File: src/rtl/sample_i2s_tx_pkg.sv
// Shared audio sample definitions for the adsr -> i2s path and the future mixer.
package sample_i2s_tx_pkg;

   localparam int SAMPLE_WIDTH = 16;

   typedef logic signed [SAMPLE_WIDTH-1:0] sample_t;

   // Word-select level for each I2S slot
   localparam logic SLOT_LEFT  = 1'b0;
   localparam logic SLOT_RIGHT = 1'b1;

   // Word-select level for a given frame bit position; ws leads data by one bclk,
   // so the left level spans positions width-1 .. 2*width-2.
   function automatic logic ws_for_count(input int unsigned cnt, input int unsigned width);
      if (cnt >= width - 1 && cnt <= 2 * width - 2) begin
         return SLOT_LEFT;
      end
      return SLOT_RIGHT;
   endfunction

endpackage

File: src/rtl/sample_i2s_tx_fifo.sv
// Synchronous sample FIFO; a push to a full FIFO is accepted when a pop happens in the same clk.
module sample_fifo
   import sample_i2s_tx_pkg::*;
#(
   parameter int WIDTH = SAMPLE_WIDTH,
   parameter int DEPTH = 4
) (
   input  logic                     clk,
   input  logic                     reset,
   input  logic                     push_i,
   input  logic                     pop_i,
   input  logic [WIDTH-1:0]         wdata_i,
   output logic [WIDTH-1:0]         rdata_o,
   output logic [$clog2(DEPTH):0]   level_o,
   output logic                     full_o,
   output logic                     empty_o
);

   localparam int PTR_W = $clog2(DEPTH);
   localparam int LVL_W = $clog2(DEPTH) + 1;

   logic [WIDTH-1:0] mem_q [DEPTH];
   logic [PTR_W-1:0] wr_ptr_q, wr_ptr_d;
   logic [PTR_W-1:0] rd_ptr_q, rd_ptr_d;
   logic [LVL_W-1:0] level_q, level_d;
   logic             do_push;
   logic             do_pop;

   assign full_o  = (level_q == LVL_W'(DEPTH));
   assign empty_o = (level_q == '0);
   assign level_o = level_q;
   assign rdata_o = mem_q[rd_ptr_q];

   // Accept/pop qualification and next pointer/level values
   always_comb begin
      do_pop   = pop_i && !empty_o;
      do_push  = push_i && (!full_o || do_pop);
      wr_ptr_d = do_push ? wr_ptr_q + 1'b1 : wr_ptr_q;
      rd_ptr_d = do_pop  ? rd_ptr_q + 1'b1 : rd_ptr_q;
      level_d  = level_q;
      if (do_push && !do_pop) begin
         level_d = level_q + 1'b1;
      end else if (!do_push && do_pop) begin
         level_d = level_q - 1'b1;
      end
   end

   // Pointer and level registers
   always_ff @(posedge clk) begin
      if (!reset) begin
         wr_ptr_q <= '0;
         rd_ptr_q <= '0;
         level_q  <= '0;
      end else begin
         wr_ptr_q <= wr_ptr_d;
         rd_ptr_q <= rd_ptr_d;
         level_q  <= level_d;
      end
   end

   // Storage; contents are don't-care after reset since pointers are cleared
   always_ff @(posedge clk) begin
      if (do_push) begin
         mem_q[wr_ptr_q] <= wdata_i;
      end
   end

endmodule

File: src/rtl/sample_i2s_tx.sv
// Mono sample sink: buffers strobed samples and serialises each onto both slots of an I2S frame.
module sample_i2s_tx
   import sample_i2s_tx_pkg::*;
#(
   parameter int WIDTH      = SAMPLE_WIDTH,
   parameter int FIFO_DEPTH = 4,
   parameter int BCLK_DIV   = 4
) (
   input  logic                        clk,
   input  logic                        reset,
   input  logic [WIDTH-1:0]            sample_in,
   input  logic                        in_ready,
   output logic                        bclk,
   output logic                        lrclk,
   output logic                        sdata,
   output logic [$clog2(FIFO_DEPTH):0] fifo_level,
   output logic                        overflow,
   output logic                        underrun
);

   localparam int DIV_W = (BCLK_DIV > 1) ? $clog2(BCLK_DIV) : 1;
   localparam int CNT_W = $clog2(2 * WIDTH);

   logic [DIV_W-1:0] div_q, div_d;
   logic             bclk_q, bclk_d;
   logic [CNT_W-1:0] cnt_q, cnt_d;
   logic             started_q, started_d;
   logic [WIDTH-1:0] samp_q, samp_d;
   logic             lrclk_q, lrclk_d;
   logic             sdata_q, sdata_d;
   logic             overflow_q, overflow_d;
   logic             underrun_q, underrun_d;

   logic             div_tc;
   logic             fall_evt;
   logic             frame_start;
   logic             pop;
   logic [CNT_W-1:0] slot_pos;
   logic [WIDTH-1:0] samp_shifted;

   logic [WIDTH-1:0] fifo_head;
   logic             fifo_full;
   logic             fifo_empty;

   sample_fifo #(
      .WIDTH (WIDTH),
      .DEPTH (FIFO_DEPTH)
   ) u_fifo (
      .clk     (clk),
      .reset   (reset),
      .push_i  (in_ready),
      .pop_i   (frame_start),
      .wdata_i (sample_in),
      .rdata_o (fifo_head),
      .level_o (fifo_level),
      .full_o  (fifo_full),
      .empty_o (fifo_empty)
   );

   // Bit-clock divider, frame bit position and per-bit output selection
   always_comb begin
      div_tc       = (div_q == DIV_W'(BCLK_DIV - 1));
      fall_evt     = div_tc && bclk_q;
      div_d        = div_tc ? '0 : div_q + 1'b1;
      bclk_d       = div_tc ? ~bclk_q : bclk_q;
      cnt_d        = cnt_q;
      started_d    = started_q;
      samp_d       = samp_q;
      lrclk_d      = lrclk_q;
      sdata_d      = sdata_q;
      frame_start  = 1'b0;
      slot_pos     = '0;
      samp_shifted = '0;
      if (fall_evt) begin
         // The very first falling edge after reset opens frame 0 without advancing the count
         if (!started_q) begin
            started_d   = 1'b1;
            cnt_d       = '0;
            frame_start = 1'b1;
         end else begin
            cnt_d       = (cnt_q == CNT_W'(2 * WIDTH - 1)) ? '0 : cnt_q + 1'b1;
            frame_start = (cnt_d == '0);
         end
         if (frame_start) begin
            samp_d = fifo_empty ? '0 : fifo_head;
         end
         lrclk_d      = ws_for_count(32'(cnt_d), WIDTH);
         slot_pos     = (cnt_d >= CNT_W'(WIDTH)) ? cnt_d - CNT_W'(WIDTH) : cnt_d;
         samp_shifted = samp_d << slot_pos;
         sdata_d      = samp_shifted[WIDTH-1];
      end
      pop        = frame_start && !fifo_empty;
      underrun_d = frame_start && fifo_empty;
      overflow_d = overflow_q | (in_ready && fifo_full && !pop);
   end

   // Serialiser and status registers
   always_ff @(posedge clk) begin
      if (!reset) begin
         div_q      <= '0;
         bclk_q     <= 1'b0;
         cnt_q      <= '0;
         started_q  <= 1'b0;
         samp_q     <= '0;
         lrclk_q    <= SLOT_RIGHT;
         sdata_q    <= 1'b0;
         overflow_q <= 1'b0;
         underrun_q <= 1'b0;
      end else begin
         div_q      <= div_d;
         bclk_q     <= bclk_d;
         cnt_q      <= cnt_d;
         started_q  <= started_d;
         samp_q     <= samp_d;
         lrclk_q    <= lrclk_d;
         sdata_q    <= sdata_d;
         overflow_q <= overflow_d;
         underrun_q <= underrun_d;
      end
   end

   assign bclk     = bclk_q;
   assign lrclk    = lrclk_q;
   assign sdata    = sdata_q;
   assign overflow = overflow_q;
   assign underrun = underrun_q;

endmodule

File: config.mk
export PLATFORM = sky130hd
export DESIGN_NAME = sample_i2s_tx
export DESIGN_NICKNAME = d
export VERILOG_FILES = /design/src/rtl/sample_i2s_tx_pkg.sv /design/src/rtl/sample_i2s_tx_fifo.sv /design/src/rtl/sample_i2s_tx.sv
export SDC_FILE = /design/constraint.sdc
export NUM_CORES = 1
export LEC_CHECK = 0
export CAP_MARGIN = 20
export CELL_PAD_IN_SITES_DETAIL_PLACEMENT = 0
export CELL_PAD_IN_SITES_GLOBAL_PLACEMENT = 1
export CORE_MARGIN = 2
export CORE_UTILIZATION = 53
export DETAILED_ROUTE_END_ITERATION = 12
export HOLD_SLACK_MARGIN = 0.06
export MAX_ROUTING_LAYER = met4
export PLACE_DENSITY = 0.9
export SLEW_MARGIN = 30
export SYNTH_ARGS = -nofsm -noshare
export SYNTH_HDL_FRONTEND = slang
export SYNTH_HIERARCHICAL = 1
export SYNTH_SLANG_ARGS = --single-unit
File: constraint.sdc
create_clock -name clk -period 8.5 [get_ports clk]
set_clock_uncertainty 0.15 [all_clocks]
set_input_delay 0.85 -clock clk [delete_from_list [all_inputs] [get_ports clk]]
set_output_delay 0.85 -clock clk [all_outputs]
set_load 0.005 [all_outputs]
; ---- Yosys cells after proc, flatten, opt, wreduce, memory -nomap -nowiden
; Memories as Yosys holds them, arrays and structs flattened. A register that Yosys moved wholly into a read port is not among the register bits.
; Index checks and enable logic that the tools add are counted.
[op_classes]
shifts = 1
reduce_logical = 18
magnitude_cmp = 3
n_mux = 20
bitwise = 3
addsub = 7
eq_ne = 3
[op_table]
columns = cell, count
row1 = $mux 16, 3
row2 = $mux 5, 4
row3 = $shl 16x5->16, 1
row4 = $logic_and 1x1->1, 9
row5 = $mux 1, 9
row6 = $add 2x1->2 const B, 3
row7 = $mux 3, 2
row8 = $add 5x1->5 const B, 1
row9 = $eq 5x5->1 const B, 1
row10 = $ge 5x4->1 const B, 1
row11 = $ge 5x5->1 const B, 1
row12 = $le 5x5->1 const B, 1
row13 = $logic_not 5->1, 1
row14 = $sub 5x5->5 const B, 1
row15 = $logic_not 1->1, 4
row16 = $mux 2, 2
row17 = $add 3x1->3 const B, 1
row18 = $eq 3x3->1 const B, 1
row19 = $logic_not 3->1, 1
row20 = $sub 3x1->3 const B, 1
row21 = $eq 2x2->1 const B, 1
row22 = $not 1->1, 2
row23 = $reduce_bool 2->1, 1
row24 = $reduce_or 2->1, 1
row25 = 2 further kinds, 2
[word_totals]
wordCells = 68
regBits = 36
n_memories = 1
ram_bits = 64
[memory_table]
columns = name, depth, width, rd, rd_ports_with_merged_regs, wr, line
row1 = u_fifo.mem_q, 4, 16, 1, 1, 1, sample_i2s_tx_fifo.sv:22  ; logic [WIDTH-1:0] mem_q [DEPTH];

; ---- Logic depth before layout (Yosys ltp)
; Gate-level depths: netlist (run 1).
[logic_depth]
depth_word = 13
mapped_depth = 16
mapped_depth_nobuf = 15

; ---- Hierarchy
; The synthesis (run 1) kept the hierarchy.
[by_module_without_submodules]
columns = mod, area_each_um2, seq_area_each_um2, cells_per_inst, n_inst
row1 = sample_fifo, 2836.5, 2102.0, 132, 1
row2 = sample_i2s_tx, 1669.1, 580.6, 195, 1

; ---- Worst setup path after synthesis (run 1)
; Ideal clock, no wire load.
[synth_timing]
path_type = register to register
start = reg cnt_q[0]
end = reg u_fifo.level_q[2] (netlist: u_fifo/level_o[2])
arrival_ns = 3.516
n_path_buf = 1
setup_time_ns = 0.076
stages_incl_launch_ff = 17
path_slack_ns = 4.759
path_cell_list = dfxtp_1 ha_1 and3_1 ha_1 nand2b_1 o21ai_1 nand3_2 buf_2 clkinv_1 inv_1 a21boi_4 ha_1 inv_1 fa_1 xor2_1 or3_1 a21boi_0
[synth_between]
elab_chain_cells = 12
elab_cells_between_ends = 16
[synth_lines]
columns = element, line
row1 = from (decl), sample_i2s_tx.sv:26  ; logic [CNT_W-1:0] cnt_q, cnt_d;
row2 = from (signal assigned), sample_i2s_tx.sv:112  ; cnt_q <= cnt_d;
row3 = $add 5x1->5 or $eq 5x5->1 (tied branches), sample_i2s_tx.sv:81  ; cnt_d = (cnt_q == CNT_W'(2 * WIDTH - 1)) ? '0 : cnt_q + 1'b1;
row4 = $mux 5 (*), sample_i2s_tx.sv:81
row5 = $logic_not 5->1 (*), sample_i2s_tx.sv:82  ; frame_start = (cnt_d == '0);
row6 = $mux 1 (*), sample_i2s_tx.sv:76  ; if (!started_q) begin
row7 = $mux 1 (*) (2 in a row), sample_i2s_tx.sv:74  ; if (fall_evt) begin
row8 = named net frame_start, sample_i2s_tx.sv:36  ; logic frame_start;
row9 = $logic_and 1x1->1 (*), sample_i2s_tx_fifo.sv:36  ; do_pop = pop_i && !empty_o;
row10 = $logic_or 1x1->1 (*), sample_i2s_tx_fifo.sv:37  ; do_push = push_i && (!full_o || do_pop);
row11 = $logic_and 1x1->1 (*), sample_i2s_tx_fifo.sv:37
row12 = named net u_fifo.do_push, sample_i2s_tx_fifo.sv:26  ; logic do_push;
row13 = $logic_not 1->1, sample_i2s_tx_fifo.sv:43  ; end else if (!do_push && do_pop) begin
row14 = $logic_and 1x1->1, sample_i2s_tx_fifo.sv:43
row15 = $reduce_bool 2->1 (no source line), -
row16 = to (signal assigned), sample_i2s_tx_fifo.sv:57  ; level_q <= level_d;
row17 = to (decl), sample_i2s_tx_fifo.sv:25  ; logic [LVL_W-1:0] level_q, level_d;
; The timed path passes the listed nets; every way through them passes the cells marked *. The select of a mux whose other input is x is not followed.
; A chain may end at the register's enable or synchronous reset.

; ---- Worst setup path in the final report (run 1)
; Same ends and word-level chain as after synthesis.

==> results.cfg, run 1 <==
[outcome]
outcome = complete, no violations

[global_route]
grt_max_degree = 42
grt_pass1_wl_mm = 12.4
grt_pass1_vias = 2580
antenna_found_initial = 0
grt_usage_pct = 18.5
grt-ovfl-total = 0

[setup_path]
worst-r2r-setup-slack_ps = 4090
startpoint_type = flop
reg2reg_from = cnt_q[0]
required_ps = 8650
critPathArrivalTime_ps = 4560
cp_max_fo = 26
cp-end-kind = flop
rr_worst_depth = 15
timing.rr.end = u_fifo/level_o[2]
worst-setup-path-type = flop to flop

[timing]
fmax_mhz = 227
setup-violations-final = 0
period_share_pct = 51.9
layout_min_cycle_time_ps = 4410
final-max-slew-violation-count = 0
worst_slew_pin_slew_ps = 831
fin_tns_setup_ps = 0
rsz0062_at_grt = no
hold_viol = 0
max_slew_margin_pct = 44.6

[power_and_ir_drop]
max-vdd-ir-drop_mv = 0.139
cellPowerDensity_mw_per_mm2 = 198
leakagePower_nw = 1.65

[die]
io_pins = 27
die_h_um = 96.2
start_util_pct = 54.8
die_w_um = 96.2
row_count = 33
coreArea_mm2 = 0.00822
dieArea_mm2 = 0.00925

[drt]
postRouteAntennaNets = 0
routed_wl_mm = 7.45
wl_per_cell_um = 16.2
drt_iter0_drc = 94
drc = 0
route.vias.total = 2593
vias_per_cell = 5.65
drtPass1Iterations = 6

[synth]
syn_inst = 327
ys_ff_latch = 102
syn_avg_cell_area_um2 = 13.8
synth_edf_count = 64
synth_fp_nets = 355
yosys_warnings = 6
yosysSeqAreaShare_pct = 59.5
synth.distinct_cells = 55
syn-cell-area_mm2 = 0.00451
synthArstFlopShare_pct = 0
yosys_most_used_dff = edfxtp_1

[placement]
place_area_mm2 = 0.00480
post-dp-hpwl_mm = 4.99
place.gp.congestion = 0.833
io_buffer_count = 26

[cts]
cts_root_buffer = clkbuf_8
hold_buffers = 0
clock_path_buffers = 2
postCtsResizedCells = 0
clock_sinks = 102
clk_pin_slew_worst_paths_ps = 100
clk_latency_ps = 360
cts_buffers = 9
htreeDepth = 3
cts_setup_buffers = 0
cts_tree = yes

[worst_hold_path]
min_path_cells = 1
whs_endpoint = div_q[0]
hold_path.class = flop to flop
hold_start = div_q[0]

[finish]
final_layout_size_suffix_gt1_share_pct = 12.4
mostFrequentLayoutCell = edfxtp_1
diodes = 0
stdcell_area_mm2 = 0.00499
final_cell_mix = edfxtp_1, dfxtp_1, nand2_1, clkdlybuf4s50_1, nor2b_1
syn_to_final_growth_pct = 10.8
finalNetCount = 377

[flow_run]
drv_cap = 0
-- cells in the mapped netlist (3+ instances only) --
cell type  count  share of area [%]
ha_1           8                2.2
nand2_1       31                2.6
nor2b_1       17                2.4
nor3_1         3               0.33
nand3_1        4               0.44
buf_2          3               0.33
mux4_2        11                5.5
o211ai_1       4               0.67
mux2_2         4                1.0
clkbuf_1       8               0.67
a21oi_1        9                1.0
edfxtp_1      64                 43
nor3b_1       10                1.7
xnor2_1        4               0.78
mux2i_1       16                3.6
mux4_1         5                2.9
dfxtp_1       38                 17
a21boi_0      12                2.0
o21ai_0        9                1.0
and2_1        12                1.7
nor2_1         6               0.50
buf_4          3               0.50
inv_1          7               0.58
-- logic make-up (layout without fill, tap and decap cells) --
kind of cell    after synthesis  in the layout  share of synthesized area, %
fa+ha+maj                     9              9                          2.67
xor+xnor                      6              6                          1.17
buf+inv                      25             52                          3.11
simple gates                 98             98                          12.3
compound gates               50             50                          7.78
mux                          37             37                          13.5
flops                       102            102                          59.5
-- area by class of cell --
class	instances	area, um2
fillers	643	3220
flip-flops and latches	102	2680
multi-input cells	200	1690
repair buffers	28	270
well taps	105	131
clock buffers	10	128
clock inverters	6	62.6
inverters	8	30.0
-- how the worst max path moves through the flow --
stage / startpoint / endpoint
4_1_cts: cnt_q[0] / u_fifo/level_o[2]
3_3_place_gp: cnt_q[0] / u_fifo/level_o[2]
5_1_grt: cnt_q[0] / u_fifo/level_o[2]
2_1_floorplan: cnt_q[0] / u_fifo/level_o[2]
6_report: cnt_q[0] / u_fifo/level_o[2]
3_5_place_dp: cnt_q[0] / u_fifo/level_o[2]
-- layer usage --
metal / share of wire, % / GRT usage [%]
met5: 0 / -
met4: 0.59 / 5.00
met2: 50 / 29.8
met1: 45 / 23.5
met3: 4.2 / 4.46
-- flip-flops by register name (all words and copies together), names as in the netlist, 2 cells and up, named ones only --
register and cells:
cnt_q 5, u_fifo/level_o 3, samp_q 16, u_fifo/rd_ptr_q 2, div_q 2, u_fifo/wr_ptr_q 2, u_fifo/mem_q 64
-- per-stage QoR --
step	worst slack [ps]	utilization [%]	power, mW	hold slack (ps)	instances
after floorplan	4760	-	0.669	253	327
after global placement	4240	58.5	0.713	262	443
after detailed placement	4110	58.5	0.718	274	443
after CTS	4090	60.8	1.00	291	459
after global routing	3770	60.8	1.04	312	459
final	4090	60.8	0.990	285	459
-- power breakdown --
| group | switching [mW] | leakage, nW | internal [mW] | total, mW |
|---|---|---|---|---|
| registers | 0.0158 | 0.895 | 0.558 | 0.574 |
| clock network | 0.172 | 0.0965 | 0.115 | 0.286 |
| logic | 0.0708 | 0.659 | 0.0589 | 0.130 |
-- worst max-delay path, stage by stage (launching register included) --
cell and delay [ps]:
dfxtp_1 370, ha_1 250, and3_1 190, ha_1 320
nand2b_1 160, o21ai_1 380, nand3_2 490, clkinv_1 390
inv_1 120, a21boi_4 260, ha_1 220, inv_1 60
fa_1 370, xor2_1 160, or3_1 300, a21boi_0 150
Power figures use the tool's default switching activity.
==> run 2: changes to the inputs <==
--- a/config.mk
+++ b/config.mk
@@ -9,11 +9,11 @@
 export CELL_PAD_IN_SITES_DETAIL_PLACEMENT = 0
 export CELL_PAD_IN_SITES_GLOBAL_PLACEMENT = 1
 export CORE_MARGIN = 2
-export CORE_UTILIZATION = 53
+export CORE_UTILIZATION = 44
 export DETAILED_ROUTE_END_ITERATION = 12
 export HOLD_SLACK_MARGIN = 0.06
 export MAX_ROUTING_LAYER = met4
-export PLACE_DENSITY = 0.9
+export PLACE_DENSITY = 0.81
 export SLEW_MARGIN = 30
 export SYNTH_ARGS = -nofsm -noshare
 export SYNTH_HDL_FRONTEND = slang
==> constraint.sdc (replaced) <==
create_clock -name clk -period 4 [get_ports clk]
set_clock_uncertainty 0.15 [all_clocks]
set_input_delay 0.4 -clock clk [delete_from_list [all_inputs] [get_ports clk]]
set_output_delay 0.4 -clock clk [all_outputs]
set_load 0.005 [all_outputs]
==> results.cfg, run 2 (synthesis gave the netlist of run 1 again) <==
[timing]
fmax_mhz = 274
fin_tns_setup_ps = 0
final-max-slew-violation-count = 0
rsz0062_at_grt = no
layout_min_cycle_time_ps = 3640
max_slew_margin_pct = 44.3
period_share_pct = 91.1
worst_slew_pin_slew_ps = 834
setup-violations-final = 0
hold_viol = 0
whs_ps = 284

[setup_path]
rr_worst_depth = 15
cp_max_fo = 8
cpPeakStageDelay_ps = 420
required_ps = 4150
critPathArrivalTime_ps = 3790
slowest_stage = dfxtp_1
cp-end-kind = flop
path_delay_family = adder cells
path_depth = 15
startpoint_type = flop
crit_buf_inv = 3
path_cells = ha_1, and3_1, ha_1, and3b_1, mux2i_4, nand3_2, clkinv_1, inv_1, a21boi_4, ha_1, inv_1, fa_1, xor2_1, or3_1, a21boi_0
path_common_cell = ha_1
worst-setup-path-type = flop to flop

[drt]
postRouteAntennaNets = 0
drc = 0
routed_wl_mm = 7.86
vias_per_cell = 5.28
drt_iter0_drc = 118
route.vias.total = 2620
wl_per_cell_um = 15.8
drtPass1Iterations = 4

[global_route]
grt-ovfl-total = 0
grt_pass1_wl_mm = 12.9
grt_usage_pct = 15.5
grt_pass1_vias = 2548
grt_max_degree = 26
antenna_found_initial = 0

[finish]
diodes = 0
syn_to_final_growth_pct = 14.1
largest_reg_flops = 64
stdcell_area_mm2 = 0.00514
reg.largest.list = u_fifo/mem_q: 64 flops, samp_q: 16 flops, cnt_q: 5 flops
fill_cells = 831
finalNetCount = 386
mostFrequentLayoutCell = edfxtp_1
largest-register = u_fifo/mem_q
final_cell_mix = edfxtp_1, dfxtp_1, nand2_1, clkdlybuf4s50_1, nor2b_1
final_layout_size_suffix_gt1_share_pct = 14.3

[power_and_ir_drop]
leakagePower_nw = 1.72
max-vdd-ir-drop_mv = 0.252
cellPowerDensity_mw_per_mm2 = 438
finalPower_mw = 2.25

[worst_hold_path]
hold_path.class = flop to flop
min_path_cells = 1

[placement]
place_area_mm2 = 0.00491
post-dp-hpwl_mm = 5.04
io_buffer_count = 26
place.gp.congestion = 0.739

[flow_run]
drv_cap = 0

[die]
coreArea_mm2 = 0.00986
io_pins = 27
start_util_pct = 45.7
die_h_um = 105
die_w_um = 105
dieArea_mm2 = 0.0111
row_count = 36

[cts]
cts_buffers = 9
clock_path_buffers = 2
htreeDepth = 3
postCtsResizedCells = 0
cts_tree = yes
cts_setup_buffers = 0
clock_sinks = 102
cts_root_buffer = clkbuf_8
hold_buffers = 0
clk_pin_slew_worst_paths_ps = 110
clk_latency_ps = 360

[outcome]
outcome = complete, no violations
run 2: worst paths after layout:
kind	end	startpoint	slack, ps
hold reg to reg	div_q[0]	div_q[0]	280
setup reg to reg	u_fifo/level_o[2]	cnt_q[0]	360
setup / recovery	u_fifo/level_o[2]	cnt_q[0]	360
hold / removal	div_q[0]	div_q[0]	280
run 2: routing by layer:
| metal | vias up | track usage [%] | routed length, um |
|---|---|---|---|
| met5 | - | - | 0 |
| met4 | 0 | 5.90 | 73 |
| met3 | 5 | 2.50 | 172 |
| li1 | 1272 | - | - |
| met2 | 46 | 24.9 | 3890 |
| met1 | 1297 | 19.7 | 3730 |
run 2: report_power, final:
group          internal (mW)  switching (mW)
registers               1.19          0.0325
logic                  0.132           0.154
clock network          0.368           0.379
total                   1.69           0.566
run 2: worst register-to-register path: stages, from the launching register on:
cell,delay [ps]
dfxtp_1,420
ha_1,240
and3_1,170
ha_1,280
and3b_1,230
mux2i_4,280
nand3_2,130
clkinv_1,120
inv_1,80
a21boi_4,230
ha_1,220
inv_1,60
fa_1,380
xor2_1,150
or3_1,300
a21boi_0,150
run 2: cell type report:
type                       instances  area, um2  share of cell area, %
timing repair buffer              37        343                   6.67
clock inverter                     7        109                   2.12
multi-input combinational        200       1690                   32.8
clock buffer                       9        124                   2.41
sequential                       102       2680                   52.2
inverter                           8       30.0                  0.584
tap                              133        166                   3.24
run 2: through the flow:
step	std cells	worst slack, ps	utilization, %
floorplan	327	259	-
global placement	480	488	49.8
detailed placement	480	346	49.8
CTS	496	348	52.1
global route	496	19.3	52.1
finish	496	356	52.1
